==> src/rtl/nes_cart_mem_arbiter.sv <==
// Serializes mapper-resolved CPU (PRG) and PPU (CHR) strobes onto one req/ack memory port.
// CHR has priority; a pending PRG request wins after STARVE_LIMIT consecutive CHR grants.
module nes_cart_mem_arbiter #(
  parameter int ADDR_W       = 22,
  parameter int STARVE_LIMIT = 2
) (
  input  logic              clk,
  input  logic              reset,
  input  logic              prg_read,
  input  logic              prg_write,
  input  logic [ADDR_W-1:0] prg_aout,
  input  logic              prg_allow,
  input  logic [7:0]        prg_din,
  input  logic              prg_bus_write,
  input  logic [7:0]        map_prg_dout,
  input  logic              chr_read,
  input  logic              chr_write,
  input  logic [ADDR_W-1:0] chr_aout,
  input  logic              chr_allow,
  input  logic [7:0]        chr_din,
  output logic [7:0]        prg_rdata,
  output logic              prg_rvalid,
  output logic [7:0]        chr_rdata,
  output logic              chr_rvalid,
  output logic              mem_req,
  output logic              mem_we,
  output logic [ADDR_W-1:0] mem_addr,
  output logic [7:0]        mem_wdata,
  input  logic              mem_ack,
  input  logic [7:0]        mem_rdata,
  output logic              overflow
);

  // Memory handshake: mem_req rises with addr/we/wdata and all four stay stable
  // until the single-cycle mem_ack; mem_req then drops for at least one cycle.
  typedef enum logic {ST_IDLE = 1'b0, ST_BUSY = 1'b1} state_t;

  localparam logic [2:0] LP_STARVE = 3'(STARVE_LIMIT);

  state_t            r_state;
  state_t            w_state_nxt;
  logic              w_grant;
  logic              w_grant_chr;
  logic              w_done;

  logic              r_prg_pend;
  logic [ADDR_W-1:0] r_prg_addr;
  logic              r_prg_we;
  logic [7:0]        r_prg_data;
  logic              r_chr_pend;
  logic [ADDR_W-1:0] r_chr_addr;
  logic              r_chr_we;
  logic [7:0]        r_chr_data;
  logic              r_gnt_chr;
  logic [2:0]        r_starve;
  logic [7:0]        r_open_bus;

  logic w_prg_wr, w_prg_rd, w_prg_mem, w_prg_map, w_prg_open;
  logic w_prg_done, w_prg_full, w_prg_take, w_prg_ovf;
  logic w_chr_wr, w_chr_rd, w_chr_mem;
  logic w_chr_done, w_chr_full, w_chr_take, w_chr_ovf;
  logic w_mem_rd_done;

  // A write strobe masks a simultaneous read on the same side.
  assign w_prg_wr   = prg_write;
  assign w_prg_rd   = prg_read & ~prg_write;
  assign w_prg_mem  = (w_prg_wr & prg_allow) | (w_prg_rd & prg_allow & ~prg_bus_write);
  assign w_prg_map  = w_prg_rd & prg_bus_write;
  assign w_prg_open = w_prg_rd & ~prg_allow & ~prg_bus_write;

  assign w_chr_wr   = chr_write;
  assign w_chr_rd   = chr_read & ~chr_write;
  assign w_chr_mem  = (w_chr_wr & chr_allow) | w_chr_rd;

  assign w_prg_done = w_done & ~r_gnt_chr;
  assign w_chr_done = w_done &  r_gnt_chr;
  assign w_prg_full = r_prg_pend & ~w_prg_done;
  assign w_chr_full = r_chr_pend & ~w_chr_done;
  assign w_prg_take = w_prg_mem & ~w_prg_full;
  assign w_chr_take = w_chr_mem & ~w_chr_full;
  assign w_prg_ovf  = w_prg_mem &  w_prg_full;
  assign w_chr_ovf  = w_chr_mem &  w_chr_full;

  assign w_mem_rd_done = w_done & ~mem_we;

  always_ff @(posedge clk) begin
    if (reset) r_state <= ST_IDLE;
    else       r_state <= w_state_nxt;
  end

  always_comb begin
    w_state_nxt = r_state;
    w_grant     = 1'b0;
    w_grant_chr = 1'b0;
    w_done      = 1'b0;
    case (r_state)
      ST_IDLE: begin
        if (r_prg_pend || r_chr_pend) begin
          w_grant     = 1'b1;
          w_grant_chr = r_chr_pend && !(r_prg_pend && (r_starve == LP_STARVE));
          w_state_nxt = ST_BUSY;
        end
      end
      ST_BUSY: begin
        if (mem_ack) begin
          w_done      = 1'b1;
          w_state_nxt = ST_IDLE;
        end
      end
      default: w_state_nxt = ST_IDLE;
    endcase
  end

  always_ff @(posedge clk) begin
    if (reset) begin
      r_prg_pend <= 1'b0;
      r_prg_addr <= '0;
      r_prg_we   <= 1'b0;
      r_prg_data <= 8'h00;
      r_chr_pend <= 1'b0;
      r_chr_addr <= '0;
      r_chr_we   <= 1'b0;
      r_chr_data <= 8'h00;
      r_gnt_chr  <= 1'b0;
      r_starve   <= 3'd0;
      r_open_bus <= 8'hFF;
      prg_rdata  <= 8'h00;
      prg_rvalid <= 1'b0;
      chr_rdata  <= 8'h00;
      chr_rvalid <= 1'b0;
      mem_req    <= 1'b0;
      mem_we     <= 1'b0;
      mem_addr   <= '0;
      mem_wdata  <= 8'h00;
      overflow   <= 1'b0;
    end else begin
      prg_rvalid <= 1'b0;
      chr_rvalid <= 1'b0;

      if (w_prg_take) begin
        r_prg_pend <= 1'b1;
        r_prg_addr <= prg_aout;
        r_prg_we   <= w_prg_wr;
        r_prg_data <= prg_din;
      end else if (w_prg_done) begin
        r_prg_pend <= 1'b0;
      end

      if (w_chr_take) begin
        r_chr_pend <= 1'b1;
        r_chr_addr <= chr_aout;
        r_chr_we   <= w_chr_wr;
        r_chr_data <= chr_din;
      end else if (w_chr_done) begin
        r_chr_pend <= 1'b0;
      end

      if (w_prg_ovf || w_chr_ovf) overflow <= 1'b1;

      if (!r_prg_pend)                r_starve <= 3'd0;
      else if (w_grant && !w_grant_chr) r_starve <= 3'd0;
      else if (w_grant)               r_starve <= r_starve + 3'd1;

      if (w_grant) begin
        mem_req   <= 1'b1;
        r_gnt_chr <= w_grant_chr;
        mem_addr  <= w_grant_chr ? r_chr_addr : r_prg_addr;
        mem_we    <= w_grant_chr ? r_chr_we   : r_prg_we;
        mem_wdata <= w_grant_chr ? r_chr_data : r_prg_data;
      end else if (w_done) begin
        mem_req <= 1'b0;
      end

      if (w_mem_rd_done) begin
        if (r_gnt_chr) begin
          chr_rdata  <= mem_rdata;
          chr_rvalid <= 1'b1;
        end else begin
          prg_rdata  <= mem_rdata;
          prg_rvalid <= 1'b1;
          r_open_bus <= mem_rdata;
        end
      end

      // A completing memory read owns the PRG return slot for this cycle.
      if (w_prg_map) begin
        r_open_bus <= map_prg_dout;
        if (!(w_mem_rd_done && !r_gnt_chr)) begin
          prg_rdata  <= map_prg_dout;
          prg_rvalid <= 1'b1;
        end
      end else if (w_prg_open && !(w_mem_rd_done && !r_gnt_chr)) begin
        prg_rdata  <= r_open_bus;
        prg_rvalid <= 1'b1;
      end
    end
  end

endmodule

==> config.mk <==
export PLATFORM = sky130hd
export DESIGN_NAME = nes_cart_mem_arbiter
export DESIGN_NICKNAME = d
export VERILOG_FILES = /design/src/rtl/nes_cart_mem_arbiter.sv
export SDC_FILE = /design/constraint.sdc
export NUM_CORES = 1
export LEC_CHECK = 0
export ABC_AREA = 1
export CAP_MARGIN = 20
export CELL_PAD_IN_SITES_DETAIL_PLACEMENT = 1
export CELL_PAD_IN_SITES_GLOBAL_PLACEMENT = 1
export CORE_AREA = 10 10 153 155
export CTS_CLUSTER_DIAMETER = 200
export DETAILED_ROUTE_END_ITERATION = 16
export DIE_AREA = 0 0 163 165
export DONT_BUFFER_PORTS = 1
export HOLD_SLACK_MARGIN = 0.12
export PLACE_DENSITY = 0.55
export SLEW_MARGIN = 20
export SYNTH_ARGS = -nofsm -noshare
export SYNTH_HDL_FRONTEND = slang
export SYNTH_SLANG_ARGS = --single-unit
==> constraint.sdc <==
create_clock -name clk -period 1.4 [get_ports clk]
set_input_delay 0.28 -clock clk [delete_from_list [all_inputs] [get_ports clk]]
set_output_delay 0.28 -clock clk [all_outputs]
set_load 0.02 [all_outputs]
# Yosys cells after proc, flatten, opt, wreduce, memory -nomap -nowiden
# Index checks and enable logic that the tools add are counted.
[totals]
in_bits = 86
elab_cells = 107
register_bits = 128
[op_classes]
mux = 31
bitwise_logic = 33
n_eq_ne = 2
n_reduce_logical = 19
addsub = 1
[ops]
columns = ["cell", "count"]
rows = [
  ["8-bit 2-to-1 mux", 9],
  ["22-bit 2-to-1 mux", 1],
  ["1-bit 2-to-1 mux", 20],
  ["1-bit bitwise AND", 18],
  ["1-bit inverter", 13],
  ["2-bit nonzero test", 4],
  ["1-bit logical AND", 5],
  ["1-bit logical NOT", 4],
  ["2-bit AND reduction", 2],
  ["3-bit by 1-bit adder with 3-bit output, second input constant", 1],
  ["3-bit by 2-bit equality test with 1-bit output, second input constant", 1],
  ["3-bit OR reduction", 1],
  ["1-bit logical OR", 2],
  ["2-bit by 1-bit inequality test with 1-bit output, second input constant", 1],
  ["1-bit OR", 2],
  ["1-bit one-hot mux with 2 select lines", 1],
  ["2-bit OR reduction", 1],
]

# Logic depth before layout (Yosys ltp)
# Gate-level depths: netlist of the first run.
[depth]
depth_word = 9
ltp_mapped = 8
depth_no_buf = 8

# Worst setup path after synthesis of the first run
# No wires, ideal clock.
[synth_path]
kind = "register -> register"
startpoint = "register r_starve[0]"
endpoint = "register mem_addr[4]"
setup_slack_ns = -0.030
period_less_slack_ns = 1.430
stages_incl_launch_ff = 9
t_arrival_ns = 1.302
required_ns = 1.272
setup_ns = 0.128
cell_sequence = "dfxtp_1 > inv_1 > ha_1 > nand3_1 > nand2_1 > clkbuf_2 > o21ai_0 > a21oi_1 > nor2_1"
[synth_via]
elab_chain_len = 7
[synth_rtl]
columns = ["item", "line_no", "rtl"]
rows = [
  ["start, declared", "55", "logic [2:0] r_starve;"],
  ["start signal, assigned", "162", "else if (w_grant) r_starve <= r_starve + 3'd1;"],
  ["3-bit by 2-bit equality test with 1-bit output", "100", "w_grant_chr = r_chr_pend && !(r_prg_pend && (r_starve == LP_STARVE));"],
  ["1-bit logical AND", "100", ""],
  ["1-bit logical NOT", "100", ""],
  ["1-bit logical AND", "100", ""],
  ["1-bit 2-to-1 mux", "98", "if (r_prg_pend || r_chr_pend) begin"],
  ["1-bit 2-to-1 mux", "96", "case (r_state)"],
  ["22-bit 2-to-1 mux", "167", "mem_addr <= w_grant_chr ? r_chr_addr : r_prg_addr;"],
  ["end signal, assigned", "167", ""],
  ["end, declared", "27", "output logic [ADDR_W-1:0] mem_addr,"],
]
# Every way passes these cells.
# A chain may end at the register's enable or synchronous reset.

# Worst setup path after layout of the first run
[layout_path]
startpoint = "register r_starve[0]"
endpoint = "register mem_addr[8]"
# Same word-level chain as after synthesis.

==> summary.md, run 1 <==
| Metric | Value |
|---|---|
| Final worst-path cycle share | 102% |
| PwrDens | about 1400 nW/um2 |
| Met1 wire length | about 8.3 mm |
| Wire length on met2 | just under 10 mm |
| WP data arrival | 1.76 ns |
| CP Launch Type | flop |
| Post-DP HPWL | about 13 mm |
| Crit path capture type | flop |
| Register area | 2570 um2 |
| Clock Skew | roughly 0.016 ns |
| CTS tree | yes |
| Pre-antenna DRT Iters | 4 |
| Yosys warns | 0 |
| Metal3 WL | roughly 1.3 mm |
| Clock Latency Late Sink | between 0.4 and 0.5 ns |
| Global-route wire length before repair | 29.5 mm |
| Syn nets | 758 |
| Peak VDD IR | 751 uV |
| IO Port Bufs | 0 |
| Syn Area/Cell | approximately 7.4 um2 |
| RePlAce Congestion | ~0.76 |
| Sequential share of power | between 40 and 50% |
| Synth unique cells | 25 |
| Sink Count | ~130 |
| Layout cell share with drive strength beyond 1 | between 10% and 20% |
| NumNets Final | 878 |
| Hold path start | mem_rdata[1] |
| Switching power | approximately 3 mW |
| WL final | 19.8 mm |
| DRC viols | 0 |
| Overall routing resource usage | between 10 and 15% |
| Die H | approximately 170 um |
| Gate Count Post-Synth | 670 |
| Max Used Layer | met4 |
| Vias per cell | roughly 4.6 |
| Min cycle time layout | 1.42 ns |
| # IOs | around 140 |
| CP Class | flop to flop |
| WL per Instance | between 15 and 20 um |
| Internal | 7.49 mW |
| Sequential area share after synthesis | roughly 51% |
| Syn Std Cell Area | 4990 um2 |
| Slew margin rel. | roughly three quarters |
| Setup Viol. Count Final | 5 |
| Clock Power Share | about two fifths |
| CP required | ~1.7 ns |
| Critical path launch point | r_starve[0] |
| Slew Viols, Final | 0 |
| Area of the multi-input gates | around 2300 um2 |
| Placed Area | approximately 5600 um2 |
| Die area | approximately 27000 um2 |
| Synthesized flop and latch total | 128 |
| Min-delay worst type | primary input to flop |
| Worst Max-Slew Pin Slew | between 0.3 and 0.4 ns |
| Number of global-route vias before repair | between 5000 and 6000 |
| Setup ws final | -0.0224 ns |
| Total global routing overflow | 0 |
| Maxcap violations | 0 |
| Die W | roughly 160 um |
| Gate power share | 17.5% |
| Buffers from clock root to sink, at most | 2 |
| Largest net degree at the start of global routing | 53 |
| Sw Ratio | between 20% and 30% |
| Fmax | roughly 700 MHz |
| Status | complete, but fails checks |
| Layout Area Growth over Synthesis | 51.5% |
| Initial antenna violation count | 1 |
| Clk slew on worst S/H paths | ~0.06 ns |
| DRT iter0 DRCs | approximately 130 |
| Detailed-route via count | between 4000 and 5000 |
| Unrepaired setup endpoints after global routing | true |
| Violated checks | setup timing |
| Pre-CTS WS | -0.114 ns |
| Starting Density | between 20% and 30% |
| P_leak | 2.96 nW |
| Rows | 52 |
| Core area | 20200 um2 |
| Reg-to-reg startpoint | r_starve[0] |
| Root Driver | clkbuf_16 |
| Crit-path max FO | 5 |
| H-tree levels | 4 |
| CTS buffer count | 17 |
| Filler cell count | ~2400 |
| Design Area, Final | 7560 um2 |
| Fin. Hold Viols | 0 |
| Post-route ant nets | 0 |
==> critical path, stage by stage (launching register included) <==
cell	delay (ns)
dfxtp_2	0.32
inv_2	0.07
ha_4	0.14
nand3_4	0.10
a21oi_4	0.23
buf_6	0.18
buf_12	0.13
a21oi_2	0.05
nor2_1	0.12
==> cells in the final DEF (no fill, tap or decap), drive strengths merged <==
cell,synthesis,layout
a21oi,55,55
a31oi,22,22
buf,16,58
bufinv,0,2
clkbuf,25,24
clkinv,1,7
clkinvlp,0,6
dfxtp,128,128
diode,0,1
dlygate4sd3,0,78
ha,2,2
inv,37,37
nand2,92,92
nand3,21,21
nand3b,7,7
nand4,1,1
nor2,155,155
nor3,1,1
o21ai,104,104
o31ai,1,1
or2,2,2
==> per-stage QoR <==
stage	power [mW]	util (%)	hold WS, ns	cells	setup TNS, ns
4_1_cts	10.4	35.6	0.124	1062	0
6_report	10.5	37.5	0.132	1074	-0.0291
5_1_grt	11.0	37.5	0.144	1074	-3.26
3_3_place_gp	5.51	27.6	0.362	938	-1.14
2_1_floorplan	5.05	-	0.425	670	0
3_5_place_dp	5.57	27.6	0.365	938	-3.78
==> cell usage after synthesis <==
library cell | number | area (um2)
nand4_1 | 1 | 6.26
clkinv_1 | 1 | 3.75
o21ai_1 | 4 | 20.0
a21oi_1 | 54 | 270
a21oi_2 | 1 | 8.76
ha_1 | 2 | 25.0
nor3_2 | 1 | 10.0
nand3_1 | 21 | 105
a31oi_1 | 22 | 138
buf_4 | 3 | 22.5
inv_2 | 3 | 11.3
nor2_1 | 154 | 578
clkbuf_1 | 24 | 90.1
or2_2 | 2 | 12.5
o31ai_1 | 1 | 7.51
buf_2 | 13 | 65.1
inv_1 | 34 | 128
dfxtp_1 | 128 | 2560
o21ai_0 | 98 | 490
nor2_4 | 1 | 11.3
nand2_1 | 91 | 342
o21ai_2 | 2 | 17.5
clkbuf_2 | 1 | 5.00
nand3b_1 | 7 | 52.6
nand2_2 | 1 | 6.26
==> metal layers <==
metal / global-route usage (%) / vias up
li1: - / 2444
met1: 15.5 / 2395
met2: 24.3 / 129
met3: 5.45 / 26
met4: 4.39 / 0
met5: 0 / -
==> sequential cells by signal, indices dropped and copies added (netlist names), 3 cells and up <==
name        cells
r_starve        3
mem_wdata       8
r_chr_data      8
r_prg_data      8
r_prg_addr     22
chr_rdata       8
r_open_bus      8
mem_addr       22
prg_rdata       8
r_chr_addr     22
==> power by group through the flow <==
stage / registers [mW] / logic (mW) / clock network, mW
detailed placement: 4.35 / 1.22 / 0
finish: 4.28 / 1.84 / 4.37
global placement: 4.34 / 1.17 / 0
floorplan: 4.28 / 0.771 / 0
CTS: 4.28 / 1.61 / 4.47
global route: 4.32 / 2.03 / 4.68
==> final timing paths <==
path                        end  slack, ns  depth (start not counted)
setup / recovery    mem_addr[8]      -0.02                          8
hold / removal     prg_rdata[1]       0.13                          4
setup reg to reg    mem_addr[8]      -0.02                          8
hold reg to reg   r_chr_data[5]       0.46                          2
==> area by class of cell <==
class | count | share of cell area [%]
Antenna cell | 1 | 0.0331
Clock buffer | 18 | 5.81
Clock inverter | 14 | 1.89
Inverter | 38 | 2.07
Multi-Input combinational cell | 463 | 30.7
Sequential cell | 128 | 34.0
Tap cell | 270 | 4.47
Timing Repair Buffer | 142 | 21.0
==> what timing repair did <==
action | in CTS | in global routing
resized for setup | 28 | 89
pin swaps | 2 | 16
hold buffers | 79 | 0
hold endpoints to repair | 116 | 0
endpoints found under the setup margin | 81 | 98
buffers inserted | 11 | 4
gates cloned | 2 | 7
==> cell families (layout without fill, tap and decap cells) <==
| logic type | count (synthesis) | in the layout | share of synthesized area, % |
|---|---|---|---|
| simple gates | 279 | 279 | 22.5 |
| flops | 128 | 128 | 51.4 |
| compound gates | 182 | 182 | 19.1 |
| buf+inv | 79 | 212 | 6.52 |
| other cells | 0 | 1 | 0 |
| fa+ha+maj | 2 | 2 | 0.502 |
Note: power is estimated with default switching activity, not from simulation.
==> run 2: changes to the inputs <==
--- a/config.mk
+++ b/config.mk
@@ -6,16 +6,15 @@
 export NUM_CORES = 1
 export LEC_CHECK = 0
 export ABC_AREA = 1
-export CAP_MARGIN = 20
 export CELL_PAD_IN_SITES_DETAIL_PLACEMENT = 1
 export CELL_PAD_IN_SITES_GLOBAL_PLACEMENT = 1
-export CORE_AREA = 10 10 153 155
+export CORE_AREA = 10 10 123 125
 export CTS_CLUSTER_DIAMETER = 200
 export DETAILED_ROUTE_END_ITERATION = 16
-export DIE_AREA = 0 0 163 165
+export DIE_AREA = 0 0 133 135
 export DONT_BUFFER_PORTS = 1
 export HOLD_SLACK_MARGIN = 0.12
-export PLACE_DENSITY = 0.55
+export PLACE_DENSITY = 0.71
 export SLEW_MARGIN = 20
 export SYNTH_ARGS = -nofsm -noshare
 export SYNTH_HDL_FRONTEND = slang
==> summary.md, run 2 (same netlist as run 1, synthesis figures left out) <==
| Metric | Value |
|---|---|
| Status | complete, but fails checks (unchanged) |
| Violated checks | setup timing (unchanged) |
| Gate power share | 18.7% (was 17.5%) |
| Clk slew on worst S/H paths | 0.05 ns (was 0.06 ns) |
| Overall routing resource usage | 20.5% (was 14.0%) |
| Clock Latency Late Sink | 0.42 ns (about the same) |
| Cell family with most CP delay | simple AND/OR/NAND/NOR gates (was buffers and inverters) |
| Internal | 7.48 mW (was 7.49 mW) |
| Layout cell share with drive strength beyond 1 | 21.0% (was 19.8%) |
| Setup Viol. Count Final | 37 (was 5) |
| Post-DP HPWL | 11.5 mm (was 12.8 mm) |
| WL final | 20.6 mm (was 19.8 mm) |
| P_leak | 3.02 nW (was 2.96 nW) |
| Crit path capture type | flop (unchanged) |
| Final core occ | 59.9% (was 37.5%) |
| Slew margin rel. | 59.4% (was 76.1%) |
| Maxcap violations | 0 (unchanged) |
| Die area | 18000 um2 (was 26900 um2) |
| PwrDens | 1380 nW/um2 (was 1390 nW/um2) |
| CP required | 1.72 ns (was 1.74 ns) |
| Core area | 12600 um2 (was 20200 um2) |
| Placed Area | 5420 um2 (was 5570 um2) |
| WL per Instance | 21.1 um (was 18.4 um) |
| IO Port Bufs | 0 (unchanged) |
| Starting Density | 39.7% (was 24.7%) |
| Min-delay worst type | primary input to flop (unchanged) |
| Registers with the most flip-flops | mem_addr x22, r_chr_addr x22, r_prg_addr x22 (unchanged) |
| # IOs | 137 (unchanged) |
| Sink Count | 128 (unchanged) |
| Global-route wire length before repair | 29.1 mm (was 29.5 mm) |
| Crit-path max cell delay | 0.36 ns (was 0.32 ns) |
| Initial antenna violation count | 0 (was 1) |
| Clock Skew | 0.00423 ns (was 0.0159 ns) |
| Die H | 135 um (was 165 um) |
| CTS tree | yes (unchanged) |
| Setup ws final | -0.0894 ns (was -0.0224 ns) |
| Most frequent cells in the layout | 150 x nor2_1, 122 x dfxtp_1, 81 x dlygate4sd3_1 (was 150 x nor2_1, 122 x dfxtp_1, 79 x nand2_1) |
| N_diodes | 0 (was 1) |
| Design Area, Final | 7520 um2 (was 7560 um2) |
| Commonest non-fill, non-tap cell in the layout | nor2_1 (unchanged) |
| Clock Power Share | 40.0% (was 41.6%) |
| Worst Max-Slew Pin Slew | 0.608 ns (was 0.358 ns) |
| Buffers from clock root to sink, at most | 2 (unchanged) |
| Slew Viols, Final | 0 (unchanged) |
| Root Driver | clkbuf_16 (unchanged) |
| R2R Path End | prg_rdata[6] (was mem_addr[8]) |
| Rows | 41 (was 52) |
| Min cycle time layout | 1.49 ns (was 1.42 ns) |
| Filler cell count | 1456 (was 2369) |
| DRC viols | 0 (unchanged) |
| Fin. Hold Viols | 0 (unchanged) |
| WP data arrival | 1.81 ns (was 1.76 ns) |
| Crit-path slowest cell | dfxtp_2 (unchanged) |
| Final worst-path cycle share | 106% (was 102%) |
| Switching power | 2.92 mW (was 3.00 mW) |
| Pre-antenna DRT Iters | 5 (was 4) |
| CP Class | flop to flop (unchanged) |
| NumNets Final | 880 (was 878) |
| Layout Area Growth over Synthesis | 50.8% (was 51.5%) |
| Hold path depth | 2 (was 4) |
| Post-route ant nets | 0 (unchanged) |
| FF-to-FF setup slack | -0.09 ns (was -0.02 ns) |
| R2R cell count | 10 (was 8) |
| Peak VDD IR | 769 uV (was 751 uV) |
| Total global routing overflow | 0 (unchanged) |
| WP buf/inv | 4 (was 3) |
| Pre-CTS WS | -0.126 ns (was -0.114 ns) |
| Overall Power | 10.4 mW (was 10.5 mW) |
| Unrepaired setup endpoints after global routing | true (unchanged) |
| Most common cell on crit path | buf_6 |
| Sw Ratio | 28.1% (was 28.6%) |
| Largest net degree at the start of global routing | 48 (was 53) |
| CTS buffer count | 17 (unchanged) |
| RePlAce Congestion | 0.774 (was 0.765) |
| Detailed-route via count | 5277 (was 4994) |
| Vias per cell | 5.40 (was 4.65) |
| DRT iter0 DRCs | 273 (was 131) |
| Fmax | 671 MHz (was 703 MHz) |
| Setup TNS | -1.53 ns (was -0.0291 ns) |
| Reg-to-reg startpoint | r_state (was r_starve[0]) |
| Die W | 133 um (was 163 um) |
| CP Launch Type | flop (unchanged) |
| Hold path start | map_prg_dout[3] (was mem_rdata[1]) |
| Crit-path max FO | 6 (was 5) |
| Crit-path cells | nand2_4 > buf_6 > nor3_4 > buf_6 > buf_12 > nor2_4 > nor2_2 > nand3_1 > nand2_1 > inv_1 (was inv_2 > ha_4 > nand3_4 > a21oi_4 > buf_6 > buf_12 > a21oi_2 > nor2_1) |
| H-tree levels | 4 (unchanged) |
| Number of global-route vias before repair | 5361 (was 5371) |
| Hold Path End | r_open_bus[3] (was prg_rdata[1]) |
| Sequential share of power | 41.3% (was 40.8%) |
run 2: worst max path at each step:
stage          cells past startpoint        start  slack, ns             end
2_1_floorplan                      8  r_starve[0]      0.002     mem_addr[4]
3_3_place_gp                       7  r_starve[0]      -0.07    mem_addr[20]
3_5_place_dp                       8  r_starve[0]      -0.13    mem_wdata[1]
4_1_cts                            8      r_state     -0.003  r_prg_addr[12]
5_1_grt                            9      r_state      -0.16    mem_addr[13]
6_report                          10      r_state      -0.09    prg_rdata[6]
run 2: timing repair:
action / CTS / global route
gates cloned: 2 / 7
hold endpoints to repair: 114 / 47
setup endpoints to repair: 70 / 118
pin swaps: 5 / 23
hold buffers: 72 / 10
resized for setup: 24 / 127
buffers inserted: 9 / 13
run 2: area by class of cell:
type	instances	area [um2]	share of cell area [%]
Inverter	38	150	2.00
Clock inverter	6	55.1	0.732
Timing Repair Buffer	144	1610	21.4
Sequential cell	128	2570	34.2
Clock buffer	26	499	6.64
Tap cell	172	215	2.86
Multi-Input combinational cell	463	2420	32.2
run 2: power groups by stage:
| stage | Clock (mW) | Combinational [mW] | Sequential [mW] |
|---|---|---|---|
| after global placement | 0 | 1.12 | 4.33 |
| after detailed placement | 0 | 1.18 | 4.35 |
| after global routing | 4.40 | 2.10 | 4.33 |
| final | 4.16 | 1.94 | 4.30 |
| after CTS | 4.22 | 1.46 | 4.27 |
| after floorplan | 0 | 0.771 | 4.28 |
run 2: per-stage QoR:
stage               hold slack (ns)  instances
finish                        0.120        977
global route                  0.145        977
CTS                         -0.0838        948
detailed placement            0.364        833
global placement              0.363        833
floorplan                     0.425        670
run 2: per-layer routing:
metal	GRT usage, %	up-vias	wire length (um)
met5	0	-	0
met4	8.50	0	737
met1	21.3	2564	7780
li1	-	2452	-
met2	36.4	198	10600
met3	7.46	63	1480
run 2: worst reg2reg max path: stages, from the launching register on:
cell and delay, ns:
dfxtp_2 0.36, nand2_4 0.08, buf_6 0.13, nor3_4 0.21
buf_6 0.15, buf_12 0.13, nor2_4 0.04, nor2_2 0.10
nand3_1 0.08, nand2_1 0.06, inv_1 0.04
